## src/rtl/div_unit_pkg.sv

```systemverilog
`default_nettype none
// ============================================================================
//  Module      : div_unit_pkg
//  Description : Shared definitions for the iterative divider. Holds the
//                default datapath width, the divide-operation encoding and
//                the divider FSM state encoding.
//  Revision    : 1.0 - initial release
// ============================================================================
package div_unit_pkg;

    localparam int c_xlen_default = 32;

    // Encoding matches the 2-bit op field from decode: bit 1 selects the
    // remainder, bit 0 selects unsigned operation.
    typedef enum logic [1:0] {
        OP_DIV  = 2'b00,
        OP_DIVU = 2'b01,
        OP_REM  = 2'b10,
        OP_REMU = 2'b11
    } div_op_e;

    typedef enum logic [1:0] {
        ST_IDLE = 2'b00,
        ST_CALC = 2'b01,
        ST_DONE = 2'b10
    } div_state_e;

endpackage : div_unit_pkg
`default_nettype wire

```

## src/rtl/div_unit.sv

```systemverilog
`default_nettype none
// ============================================================================
//  Module      : div_unit
//  Description : Multi-cycle restoring divider for the Execute stage.
//                Handles DIV/DIVU/REM/REMU, including divide-by-zero and
//                signed overflow, which complete without iterating.
//  Ports       : clk, rst       - clock, asynchronous active-high reset
//                start          - divide op valid in Execute
//                flushE         - Execute flush; kills any in-flight op
//                op, a, b       - operation, dividend, divisor
//                stall_req      - hold F/D/E while the divide is busy
//                done, result   - one-cycle result strobe and value
//  Revision    : 1.0 - initial release
// ============================================================================
module div_unit
    import div_unit_pkg::*;
#(
    parameter int XLEN = c_xlen_default
) (
    input  logic            clk,
    input  logic            rst,
    input  logic            start,
    input  logic            flushE,
    input  logic [1:0]      op,
    input  logic [XLEN-1:0] a,
    input  logic [XLEN-1:0] b,
    output logic            stall_req,
    output logic            done,
    output logic [XLEN-1:0] result
);

    localparam int              c_cnt_w   = $clog2(XLEN);
    localparam logic [XLEN-1:0] c_int_min = {1'b1, {(XLEN-1){1'b0}}};

    div_state_e         r_state;
    div_state_e         w_state_nxt;
    logic [c_cnt_w-1:0] r_count;
    logic [XLEN-1:0]    r_quot;      // dividend shifts out as quotient shifts in
    logic [XLEN-1:0]    r_rem;
    logic [XLEN-1:0]    r_divisor;
    logic               r_is_rem;
    logic               r_neg_q;
    logic               r_neg_r;

    logic               w_signed;
    logic               w_sign_a;
    logic               w_sign_b;
    logic [XLEN-1:0]    w_abs_a;
    logic [XLEN-1:0]    w_abs_b;
    logic               w_div_zero;
    logic               w_ovf;
    logic               w_special;
    logic               w_accept;
    logic [XLEN:0]      w_shift;
    logic [XLEN:0]      w_trial;
    logic               w_fits;
    logic [XLEN-1:0]    w_q_fixed;
    logic [XLEN-1:0]    w_r_fixed;

    // ---------------------------------------------------------------- decode
    assign w_signed   = ~op[0];
    assign w_sign_a   = w_signed & a[XLEN-1];
    assign w_sign_b   = w_signed & b[XLEN-1];
    assign w_abs_a    = w_sign_a ? (~a + 1'b1) : a;
    assign w_abs_b    = w_sign_b ? (~b + 1'b1) : b;
    assign w_div_zero = (b == '0);
    assign w_ovf      = w_signed & (a == c_int_min) & (b == '1);
    assign w_special  = w_div_zero | w_ovf;
    assign w_accept   = (r_state == ST_IDLE) & start & ~flushE;

    // ------------------------------------------------- restoring divide step
    // The partial remainder is always below the divisor, so the shifted value
    // fits in XLEN+1 bits and the top bit of the trial difference is the borrow.
    assign w_shift = {r_rem, r_quot[XLEN-1]};
    assign w_trial = w_shift - {1'b0, r_divisor};
    assign w_fits  = ~w_trial[XLEN];

    // -------------------------------------------------------------------- FSM
    always_ff @(posedge clk or posedge rst) begin
        if (rst) begin
            r_state <= ST_IDLE;
        end else begin
            r_state <= w_state_nxt;
        end
    end

    always_comb begin
        w_state_nxt = r_state;
        case (r_state)
            ST_IDLE: begin
                if (w_accept) begin
                    w_state_nxt = w_special ? ST_DONE : ST_CALC;
                end
            end
            ST_CALC: begin
                if (r_count == '0) begin
                    w_state_nxt = ST_DONE;
                end
            end
            ST_DONE: begin
                w_state_nxt = ST_IDLE;
            end
            default: begin
                w_state_nxt = ST_IDLE;
            end
        endcase
        if (flushE) begin
            w_state_nxt = ST_IDLE;
        end
    end

    // --------------------------------------------------------------- datapath
    always_ff @(posedge clk or posedge rst) begin
        if (rst) begin
            r_count   <= '0;
            r_quot    <= '0;
            r_rem     <= '0;
            r_divisor <= '0;
            r_is_rem  <= 1'b0;
            r_neg_q   <= 1'b0;
            r_neg_r   <= 1'b0;
        end else if (w_accept) begin
            r_is_rem  <= op[1];
            r_divisor <= w_abs_b;
            if (w_special) begin
                // Final values are loaded directly; no sign fix applies.
                r_count <= '0;
                r_quot  <= w_div_zero ? '1 : c_int_min;
                r_rem   <= w_div_zero ? a : '0;
                r_neg_q <= 1'b0;
                r_neg_r <= 1'b0;
            end else begin
                r_count <= c_cnt_w'(XLEN - 1);
                r_quot  <= w_abs_a;
                r_rem   <= '0;
                r_neg_q <= w_sign_a ^ w_sign_b;
                r_neg_r <= w_sign_a;
            end
        end else if ((r_state == ST_CALC) && !flushE) begin
            r_count <= r_count - 1'b1;
            r_quot  <= {r_quot[XLEN-2:0], w_fits};
            r_rem   <= w_fits ? w_trial[XLEN-1:0] : w_shift[XLEN-1:0];
        end
    end

    // ---------------------------------------------------------------- outputs
    assign w_q_fixed = r_neg_q ? (~r_quot + 1'b1) : r_quot;
    assign w_r_fixed = r_neg_r ? (~r_rem + 1'b1) : r_rem;

    // Reset and flush mask the outputs in the same cycle they are asserted.
    assign stall_req = ~rst & ~flushE &
                       (((r_state == ST_IDLE) & start) | (r_state == ST_CALC));
    assign done      = ~rst & ~flushE & (r_state == ST_DONE);
    assign result    = done ? (r_is_rem ? w_r_fixed : w_q_fixed) : '0;

endmodule : div_unit
`default_nettype wire

```

## config.mk

```make
export PLATFORM = sky130hd
export DESIGN_NAME = div_unit
export DESIGN_NICKNAME = d
export VERILOG_FILES = /design/src/rtl/div_unit_pkg.sv /design/src/rtl/div_unit.sv
export SDC_FILE = /design/constraint.sdc
export NUM_CORES = 1
export LEC_CHECK = 0
export CAP_MARGIN = 20
export CORE_AREA = 2 2 153 155
export CTS_CLUSTER_SIZE = 28
export DETAILED_ROUTE_END_ITERATION = 6
export DIE_AREA = 0 0 155 157
export DONT_BUFFER_PORTS = 1
export PLACE_DENSITY = 0.6
export SLEW_MARGIN = 0
export SYNTH_ARGS = -nofsm -noshare
export SYNTH_HDL_FRONTEND = slang
export SYNTH_SLANG_ARGS = --single-unit
```

## constraint.sdc

```tcl
create_clock -name clk -period 8.2 [get_ports clk]
set_clock_uncertainty 0.1 [all_clocks]
set_input_delay 2.46 -clock clk [delete_from_list [all_inputs] [get_ports clk]]
set_output_delay 2.46 -clock clk [all_outputs]
set_load 0.02 [all_outputs]
```

-- Word-level counts from Yosys, hierarchy flattened
Index checks and enable logic that the tools add are counted.
- bits in registers: 106
- output and inout port bits: 34
- logic and storage cells: 72
- $add $sub $neg: 6
- equal/unequal tests: 6
- mux-type cells: 25
- bitwise gates (word level): 20
- reduce and logical (&&, ||, !) cells: 7
- operators with widths (cell ; count):
    2-to-1 mux 32 bit ; 14
    adder 32 x 1 -> 32 bit, second input constant ; 4
    inverter 32 bit ; 4
    == test 32 bit, second input constant ; 2
    subtractor 33 x 32 -> 33 bit ; 1
    logical NOT 32 bit ; 1
    2-to-1 mux 31 bit ; 1
    2-to-1 mux 5 bit ; 3
    AND 1 bit ; 9
    2-to-1 mux 2 bit ; 4
    inequality test 3 bit, second input constant ; 2
    logical NOT 5 bit ; 1
    subtractor 5 x 1 -> 5 bit, second input constant ; 1
    inverter 1 bit ; 4
    case mux 2 bit (2 select lines) ; 1
    == test 2 x 1 -> 1 bit, second input constant ; 1
    == test 2 bit, second input constant ; 1
    logical NOT 2 bit ; 1
    2-to-1 mux 1 bit ; 2
    OR 1 bit ; 2
    AND reduction 2 bit ; 1
    nonzero test 2 bit ; 1
    logical AND 1 bit ; 1
    logical NOT 1 bit ; 1
    bitwise XOR 1 bit ; 1

-- Longest topological paths before layout
Gate-level depths: netlist of the first run.
- depth in word-level cells: 8
- gate-level depth with buffers: 13
- gate-level depth less buffers: 12

-- Worst setup path after synthesis of the first run
OpenSTA, ideal clock, no wires.
- path kind: input to output
- from: input port rst
- to: output port result[26]
- data arrival time: 6.040 ns
- data required time: 5.640 ns
- setup slack: -0.400 ns
- stages on the path: 4
- path buffers: 1
- cells stage by stage: inv_1 nand3_1 clkbuf_1 a211oi_1
- longest elaborated chain between the ends: 4
- ends and longest elaborated chain (what ; RTL line ; text):
    start: declaration ; div_unit.sv:21 ; input logic rst,
    inverter 1 bit ; div_unit.sv:153 ; assign done = ~rst & ~flushE & (r_state == ST_DONE);
    AND 1 bit (2 in series) ; div_unit.sv:153 ;
    2-to-1 mux 32 bit ; div_unit.sv:154 ; assign result = done ? (r_is_rem ? w_r_fixed : w_q_fixed) : '0;
    end: declaration ; div_unit.sv:29 ; output logic [XLEN-1:0] result
No other way between the ends.

-- Worst setup path after layout of the first run
- from: register r_quot[2]
- to: output port result[25]
- longest elaborated chain between the ends: 5
- ends and longest elaborated chain (what ; RTL line ; text):
    start: declaration ; div_unit.sv:38 ; logic [XLEN-1:0] r_quot;
    start signal: assignment ; div_unit.sv:128 ; r_quot <= w_div_zero ? '1 : c_int_min;
    start signal: assignment ; div_unit.sv:134 ; r_quot <= w_abs_a;
    start signal: assignment ; div_unit.sv:141 ; r_quot <= {r_quot[XLEN-2:0], w_fits};
    inverter 32 bit ; div_unit.sv:147 ; assign w_q_fixed = r_neg_q ? (~r_quot + 1'b1) : r_quot;
    adder 32 x 1 -> 32 bit ; div_unit.sv:147 ;
    2-to-1 mux 32 bit ; div_unit.sv:147 ;
    2-to-1 mux 32 bit (2 in series) ; div_unit.sv:154 ;
No other way between the ends.

==> results of run 1 <==
## worst register-to-register path, delay by kind of cell, from the launching register on
kind | cells | cell delay (ns)
flip-flops | 1 | 0.42
AO/OA/AOI/OAI | 7 | 1.75
multiplexers | 1 | 0.40
buffers and inverters | 2 | 0.57
adder cells (fa/ha/maj) | 2 | 0.66
AND/OR/NAND/NOR | 1 | 0.12
## metrics by stage
step                      util, %  total power [mW]  setup slack (ns)  cell area [sq um]  std cells
after CTS                    47.5              4.12              2.18              10700       1563
after detailed placement     46.2              3.67              2.22              10400       1547
after global placement       46.1              3.64              2.26              10400       1546
after global routing         47.5              4.52              1.83              10700       1563
final                        47.5              4.15              2.15              10700       1563
after floorplan                 -              3.07             0.643              10100       1306
## power breakdown
| part | internal, mW | switching, mW |
|---|---|---|
| Sequential | 0.739 | 0.400 |
| Combinational | 1.10 | 1.47 |
| Clock | 0.219 | 0.225 |
## placed cells by master, fill, tap and decap left out, drive strengths merged, types with 30 or more instances in the layout
| master | instances |
|---|---|
| a21oi | 106 |
| buf | 37 |
| dfrtp | 106 |
| ha | 39 |
| inv | 57 |
| nand2 | 138 |
| nor2 | 118 |
| o21ai | 123 |
| o31ai | 30 |
| xnor2 | 81 |
| xor2 | 63 |
## registers in the layout, indices dropped and copies added, names as in the netlist
name / count
r_count: 5
r_state: 2
r_neg_r: 1
r_divisor: 32
r_rem: 32
r_neg_q: 1
r_quot: 32
r_is_rem: 1
## metal layers
layer  wire, microns  part of all wire, %
met4             497                  1.6
met1           14400                   47
met2           13300                   44
met3            2140                  7.1
met5               0                    0
## cells by family (layout without fill, tap and decap cells)
group                    count (synthesis)  after routing  share of synthesized area (%)
AND/OR/NAND/NOR                        416            416                           20.3
adder cells (fa/ha/maj)                 40             40                           5.05
XOR/XNOR                               144            144                           12.5
buffers and inverters                  138            110                           5.39
multiplexers                            30             30                           3.04
flip-flops                             106            106                           26.4
AO/OA/AOI/OAI                          432            432                           27.3
## worst min-delay path by stage
stage,cells past startpoint,endpoint,slack [ns]
finish,2,r_divisor[30]$_DFFE_PP0P_,0.38
floorplan,2,r_divisor[10]$_DFFE_PP0P_,0.35
global route,2,r_divisor[17]$_DFFE_PP0P_,0.41
CTS,2,r_divisor[27]$_DFFE_PP0P_,0.39
detailed placement,2,r_divisor[27]$_DFFE_PP0P_,0.37
global placement,2,r_divisor[24]$_DFFE_PP0P_,0.36
## layout make-up
class,count,area share [%]
multi-input cells,1062,64.5
flip-flops and latches,106,24.8
well taps,285,3.34
repair buffers,37,2.60
clock buffers,10,2.24
inverters,57,2.04
clock inverters,6,0.480
==> results.rst, run 1 <==
.. list-table::
   :header-rows: 1

   * - Metric
     - Value
   * - Run status
     - complete, no violations
   * - Via/cell ratio
     - 6.07
   * - Drt first pass iters
     - 6
   * - Average size of a mapped cell
     - 7.70 sq um
   * - Transition time at the pin with the least slew margin
     - 0.956 ns
   * - Setup Fix Bufs, Post-CTS
     - 0
   * - Total number of H-tree levels
     - 3
   * - Max Buffers Root-to-Sink
     - 2
   * - Maximum clock frequency
     - 0.165 GHz
   * - Most frequently used flop master after synthesis
     - sky130_fd_sc_hd__dfrtp_1
   * - # DRC
     - 0
   * - Area taken by multi-input logic gates
     - 6890 sq um
   * - Rel. slew slack
     - 36.3%
   * - Standard cell with the maximum stage delay on the critical path
     - sky130_fd_sc_hd__nor4_1
   * - Count of flip-flops with a built-in enable after synthesis
     - 0
   * - Signed area change from the synthesized netlist to the final layout
     - 6.22%
   * - Drt wl/cell
     - 19.4 microns
   * - Clk Tree Root Cell
     - sky130_fd_sc_hd__clkbuf_16
   * - Critical path's most frequent cell
     - sky130_fd_sc_hd__nor2_1
   * - Hold Path Class
     - flip-flop to flip-flop
   * - R2r worst-path depth
     - 13
   * - Clock network latency to the later pin of the worst-skew pair
     - 0.37 ns
   * - Type of destination of the critical path
     - output pin
   * - Setup TNS after final layout
     - 0 ns
   * - Core region area
     - 22500 sq um
   * - Library cell occupying the most area in the post-synthesis netlist
     - sky130_fd_sc_hd__dfrtp_1
   * - Antenna violations before repair
     - 1
   * - Capture point of the critical path
     - result[25]
   * - Synth Instances
     - 1306
   * - Static leakage
     - 4.34 nW
   * - Endpoint required time on the critical path
     - 5.64 ns
   * - Worst Path Buf+Inv
     - 0
   * - CP Depth
     - 9
   * - Number of primary I/O pins
     - 104
   * - Total congestion overflow after global routing
     - 0
   * - Antenna diodes
     - 0
   * - Most frequent cell after synthesis
     - sky130_fd_sc_hd__nand2_1
   * - Floorplan die height
     - 157 microns
   * - Horiz. Die Dim
     - 155 microns
   * - R2r setup slk
     - 4.11 ns
   * - Start point of the critical path
     - r_quot[2]$_DFFE_PP0P_
   * - Final period util
     - 73.7%
   * - Worst r2r dst
     - r_rem[22]$_DFFE_PP0P_
   * - Leading cell types by count after synthesis
     - sky130_fd_sc_hd__nand2_1 (138), sky130_fd_sc_hd__o21ai_0 (121), sky130_fd_sc_hd__nor2_1 (116)
   * - Via total after detailed routing
     - 9489
   * - Antenna Violating Nets Remaining
     - 0
   * - Starting DRT DRC Count
     - 832
   * - Pin count of the biggest net entering global routing
     - 76
   * - Crit path launch type
     - flip-flop
   * - Placed wire-length estimate after detailed placement
     - 23200 microns
   * - Total track usage
     - 24.9%
   * - Footprint of the flip-flops and latches
     - 2650 sq um
   * - Origin of the worst min-delay path
     - r_divisor[30]$_DFFE_PP0P_
   * - Worst voltage drop across the vdd grid
     - 0.000164 V
   * - Total of cells resized after clock tree synthesis
     - 0
   * - Share of synthesized registers carrying an async set or reset
     - 100%
   * - Cell Rows
     - 55
   * - Final Setup Violations
     - 0
   * - CTS sink count
     - 106
   * - Wire length of the first global-routing pass
     - 48200 microns
   * - Maximum capacitance violations
     - 0
   * - Min Tclk post-route
     - 6.05 ns
   * - Routed WL
     - 30300 microns
   * - RSZ-0062 raised after global routing
     - no
   * - Number of buffer cells added on primary ports
     - 0
   * - Number of inserted filler cells in the final layout
     - 2253
   * - Clock transition at the register clock pins on the worst setup and hold paths after CTS
     - 0.08 ns
   * - Share of the yosys chip area belonging to registers
     - 26.4%
   * - Synthesized net count
     - 1416
   * - CTS tree
     - yes
   * - Mapped Area
     - 10100 sq um
   * - Crit-path max FO
     - 7
   * - Hold slack
     - 0.383 ns
   * - Crit Path Category
     - flip-flop to output pin
   * - Area of the die
     - 24300 sq um
   * - Crit path cell chain
     - nor4_1 -> nand3_1 -> or3b_1 -> o21ai_0 -> o21a_1 -> xor2_1 -> nor2_1 -> a21oi_1 -> nor2_1
   * - Power Density
     - 389 nW/um^2
   * - Family with the most delay on the worst path
     - simple AND/OR/NAND/NOR gates
   * - Most crowded layer after global routing
     - met2
   * - Final GP Congestion
     - 0.896
   * - Final Slew Violations
     - 0
   * - Hold bufs inserted after CTS
     - 0
   * - Global routing usage on met1
     - 37.1%
   * - Number of distinct library cells after synthesis
     - 76
   * - Number of CTS-inserted buffers
     - 9
   * - Critical Path AT
     - 3.49 ns
   * - Hold Violations, Final
     - 0
   * - Biggest area contributors in the synthesized netlist
     - sky130_fd_sc_hd__dfrtp_1 (26%), sky130_fd_sc_hd__xnor2_1 (7.1%), sky130_fd_sc_hd__o21ai_0 (6.0%)
   * - Via count of the first global-routing pass
     - 8607
   * - Top-area cell type share of the netlist area
     - 26.4%
   * - Fraction of met2 tracks used by global routing
     - 38.3%
   * - Yosys warnings
     - 0
   * - Final net count
     - 1383
   * - #FFs+latches synth
     - 106
   * - Critical Path Max Stage Delay
     - 0.75 ns
   * - Reg-to-reg critical path startpoint
     - r_quot[31]$_DFFE_PP0P_
   * - GR met3 Demand/Resource
     - 2.75%
   * - Fraction of final layout cells sized beyond drive strength 1
     - 6.57%
   * - Starting utilization of the core area
     - 44.7%
Power figures use the tool's default switching activity.
==> inputs of run 2 (changes only) <==
--- a/config.mk
+++ b/config.mk
@@ -11,7 +11,7 @@
 export DETAILED_ROUTE_END_ITERATION = 6
 export DIE_AREA = 0 0 155 157
 export DONT_BUFFER_PORTS = 1
-export PLACE_DENSITY = 0.6
+export PLACE_DENSITY = 0.58
 export SLEW_MARGIN = 0
 export SYNTH_ARGS = -nofsm -noshare
 export SYNTH_HDL_FRONTEND = slang
==> constraint.sdc (replaced) <==
create_clock -name clk -period 6 [get_ports clk]
set_clock_uncertainty 0.1 [all_clocks]
set_input_delay 1.8 -clock clk [delete_from_list [all_inputs] [get_ports clk]]
set_output_delay 1.8 -clock clk [all_outputs]
set_load 0.02 [all_outputs]
==> run 2 against run 1 <==
Net effect:
- count of clock-buffer cells in the layout stayed put
- die area stayed put
- non-clock buffer count is 13 higher
- critical path type unchanged
- largest cell class unchanged
==> results.rst, run 2 (same netlist as run 1, synthesis figures left out) <==
.. list-table::
   :header-rows: 1

   * - Metric
     - Value
   * - Run status
     - complete, no violations (unchanged)
   * - Core Util, Final
     - 48.0% (was 47.5%)
   * - Footprint of the flip-flops and latches
     - 2650 sq um (unchanged)
   * - Signed area change from the synthesized netlist to the final layout
     - 7.43% (was 6.22%)
   * - Critical path's most frequent cell
     - sky130_fd_sc_hd__nor2_1 (unchanged)
   * - Critical Path Max Stage Delay
     - 0.62 ns (was 0.75 ns)
   * - Area of the die
     - 24300 sq um (unchanged)
   * - Wire length of the first global-routing pass
     - 50000 microns (was 48200 microns)
   * - CTS tree
     - yes (unchanged)
   * - Via count of the first global-routing pass
     - 9116 (was 8607)
   * - Hold Violations, Final
     - 0 (unchanged)
   * - Worst Path Buf+Inv
     - 1 (was 0)
   * - Static leakage
     - 4.42 nW (was 4.34 nW)
   * - Placed wire-length estimate after detailed placement
     - 23600 microns (was 23200 microns)
   * - Number of primary I/O pins
     - 104 (unchanged)
   * - GR met3 Demand/Resource
     - 2.40% (was 2.75%)
   * - Min Tclk post-route
     - 5.25 ns
   * - R2r worst-path depth
     - 13 (unchanged)
   * - Smallest setup slack after layout
     - 0.750 ns (was 2.15 ns)
   * - Maximum capacitance violations
     - 0 (unchanged)
   * - Area of placed instances
     - 10500 sq um (was 10400 sq um)
   * - Worst voltage drop across the vdd grid
     - 0.000210 V (was 0.000164 V)
   * - Final period util
     - 87.5%
   * - Final Slew Violations
     - 0 (unchanged)
   * - Critical Path AT
     - 3.35 ns (was 3.49 ns)
   * - Setup TNS after final layout
     - 0 ns (unchanged)
   * - Core region area
     - 22500 sq um (unchanged)
   * - CP Depth
     - 10 (was 9)
   * - Via/cell ratio
     - 6.09 (was 6.07)
   * - Most frequent cells in the layout
     - sky130_fd_sc_hd__nand2_1 (138), sky130_fd_sc_hd__o21ai_0 (121), sky130_fd_sc_hd__nor2_1 (116), sky130_fd_sc_hd__dfrtp_1 (105), sky130_fd_sc_hd__a21oi_1 (103) (unchanged)
   * - Start point of the critical path
     - r_quot[10]$_DFFE_PP0P_ (was r_quot[2]$_DFFE_PP0P_)
   * - Most common cell after layout, fill and taps aside
     - sky130_fd_sc_hd__nand2_1 (unchanged)
   * - # DRC
     - 0 (unchanged)
   * - Largest registers
     - r_divisor x32, r_quot x32, r_rem x32 (unchanged)
   * - Global routing usage on met1
     - 37.6% (was 37.1%)
   * - CTS sink count
     - 106 (unchanged)
   * - Crit Path Category
     - flip-flop to output pin (unchanged)
   * - R2r setup slk
     - 1.88 ns (was 4.11 ns)
   * - Number of CTS-inserted buffers
     - 9 (unchanged)
   * - Standard cell with the maximum stage delay on the critical path
     - sky130_fd_sc_hd__or4_1 (was sky130_fd_sc_hd__nor4_1)
   * - Clock transition at the register clock pins on the worst setup and hold paths after CTS
     - 0.09 ns (was 0.08 ns)
   * - Most crowded layer after global routing
     - met2 (unchanged)
   * - Maximum clock frequency
     - 0.190 GHz
   * - Antenna Violating Nets Remaining
     - 0 (unchanged)
   * - Crit path cell chain
     - or4_1 -> nor4_1 -> or3b_1 -> o21ai_0 -> o21a_1 -> xor2_1 -> nor2_1 -> a21oi_1 -> nor2_1 -> buf_4 (was nor4_1 -> nand3_1 -> or3b_1 -> o21ai_0 -> o21a_1 -> xor2_1 -> nor2_1 -> a21oi_1 -> nor2_1)
   * - Routed WL
     - 31000 microns (was 30300 microns)
   * - Final net count
     - 1396 (was 1383)
   * - Fraction of final layout cells sized beyond drive strength 1
     - 7.51% (was 6.57%)
   * - Hold slack
     - 0.381 ns (was 0.383 ns)
   * - Power Density
     - 533 nW/um^2 (was 389 nW/um^2)
   * - Transition time at the pin with the least slew margin
     - 1.02 ns (was 0.956 ns)
   * - Floorplan die height
     - 157 microns (unchanged)
   * - Type of destination of the critical path
     - output pin (unchanged)
   * - Post-Place Setup Slack
     - 1.17 ns (was 2.22 ns)
   * - Reg-to-reg critical path startpoint
     - r_quot[31]$_DFFE_PP0P_ (unchanged)
   * - Endpoint required time on the critical path
     - 4.10 ns (was 5.64 ns)
   * - Number of buffer cells added on primary ports
     - 0 (unchanged)
   * - Final GP Congestion
     - 0.895 (was 0.896)
   * - Clock network latency to the later pin of the worst-skew pair
     - 0.38 ns (was 0.37 ns)
   * - Crit-path max FO
     - 7 (unchanged)
   * - Max Buffers Root-to-Sink
     - 2 (unchanged)
   * - Drt first pass iters
     - 6 (unchanged)
   * - Starting utilization of the core area
     - 44.7% (unchanged)
   * - Hold Path Class
     - flip-flop to flip-flop (unchanged)
   * - Starting DRT DRC Count
     - 804 (was 832)
   * - Clk Tree Root Cell
     - sky130_fd_sc_hd__clkbuf_16 (unchanged)
   * - Total number of H-tree levels
     - 3 (unchanged)
   * - Total track usage
     - 25.8% (was 24.9%)
   * - Final Setup Violations
     - 0 (unchanged)
   * - Rel. slew slack
     - 31.8% (was 36.3%)
   * - Cell Rows
     - 55 (unchanged)
   * - Setup Fix Bufs, Post-CTS
     - 0 (unchanged)
   * - Hold bufs inserted after CTS
     - 0 (unchanged)
   * - Count of placed standard cells in the final layout, fillers left out
     - 1576 (was 1563)
   * - Total of cells resized after clock tree synthesis
     - 0 (unchanged)
   * - Via total after detailed routing
     - 9599 (was 9489)
   * - Origin of the worst min-delay path
     - r_divisor[6]$_DFFE_PP0P_ (was r_divisor[30]$_DFFE_PP0P_)
   * - Worst r2r dst
     - r_rem[22]$_DFFE_PP0P_ (unchanged)
   * - DP Cell Count
     - 1560 (was 1547)
   * - Capture point of the critical path
     - result[25] (unchanged)
   * - Area taken by multi-input logic gates
     - 6890 sq um (unchanged)
   * - Antenna diodes
     - 0 (unchanged)
   * - Fraction of met2 tracks used by global routing
     - 40.6% (was 38.3%)
   * - Total design power
     - 5.76 mW (was 4.15 mW)
   * - Family with the most delay on the worst path
     - simple AND/OR/NAND/NOR gates (unchanged)
   * - Cell area after layout
     - 10800 sq um (was 10700 sq um)
   * - Antenna violations before repair
     - 0 (was 1)
   * - Total congestion overflow after global routing
     - 0 (unchanged)
   * - Horiz. Die Dim
     - 155 microns (unchanged)
   * - Pin count of the biggest net entering global routing
     - 75 (was 76)
   * - Number of inserted filler cells in the final layout
     - 2293 (was 2253)
   * - RSZ-0062 raised after global routing
     - no (unchanged)
   * - Drt wl/cell
     - 19.7 microns (was 19.4 microns)
   * - Crit path launch type
     - flip-flop (unchanged)
## run 2: changes by cell type in the layout (fill, tap and decap cells not counted), sizes merged
cell      previous run  this run
buf                 37        50
clkinv               5         3
bufinv               0         1
clkinvlp             1         2
## run 2: routing by layer
metal	vias to the layer above	wire (microns)
li1	4711	-
met1	4497	14800
met2	355	13600
met3	36	2010
met4	0	618
met5	-	0
## run 2: final cells by class
class                      instances  area share [%]
multi-input combinational       1062            63.7
inverter                          57            2.02
tap                              285            3.30
timing repair buffer              50            3.47
clock inverter                     6           0.695
clock buffer                      10            2.21
sequential                       106            24.6
## run 2: worst min-delay path by stage
stage | endpoint | slack (ns) | cells past startpoint
3_5_place_dp | r_divisor[6]$_DFFE_PP0P_ | 0.37 | 2
4_1_cts | r_divisor[6]$_DFFE_PP0P_ | 0.39 | 2
2_1_floorplan | r_divisor[10]$_DFFE_PP0P_ | 0.35 | 2
5_1_grt | r_divisor[16]$_DFFE_PP0P_ | 0.41 | 2
3_3_place_gp | r_divisor[6]$_DFFE_PP0P_ | 0.36 | 2
6_report | r_divisor[6]$_DFFE_PP0P_ | 0.38 | 2
## run 2: tightest hold or removal path, cell delays in order, from the launching register on
cell,delay (ns)
sky130_fd_sc_hd__dfrtp_1,0.34
sky130_fd_sc_hd__nand2_1,0.05
sky130_fd_sc_hd__o21ai_0,0.06
## run 2: power by group
| part | internal, mW | switching, mW | leakage, nW |
|---|---|---|---|
| sequential | 1.01 | 0.539 | 1.30 |
| clock | 0.341 | 0.313 | 0.151 |
| combinational | 1.51 | 2.04 | 2.97 |
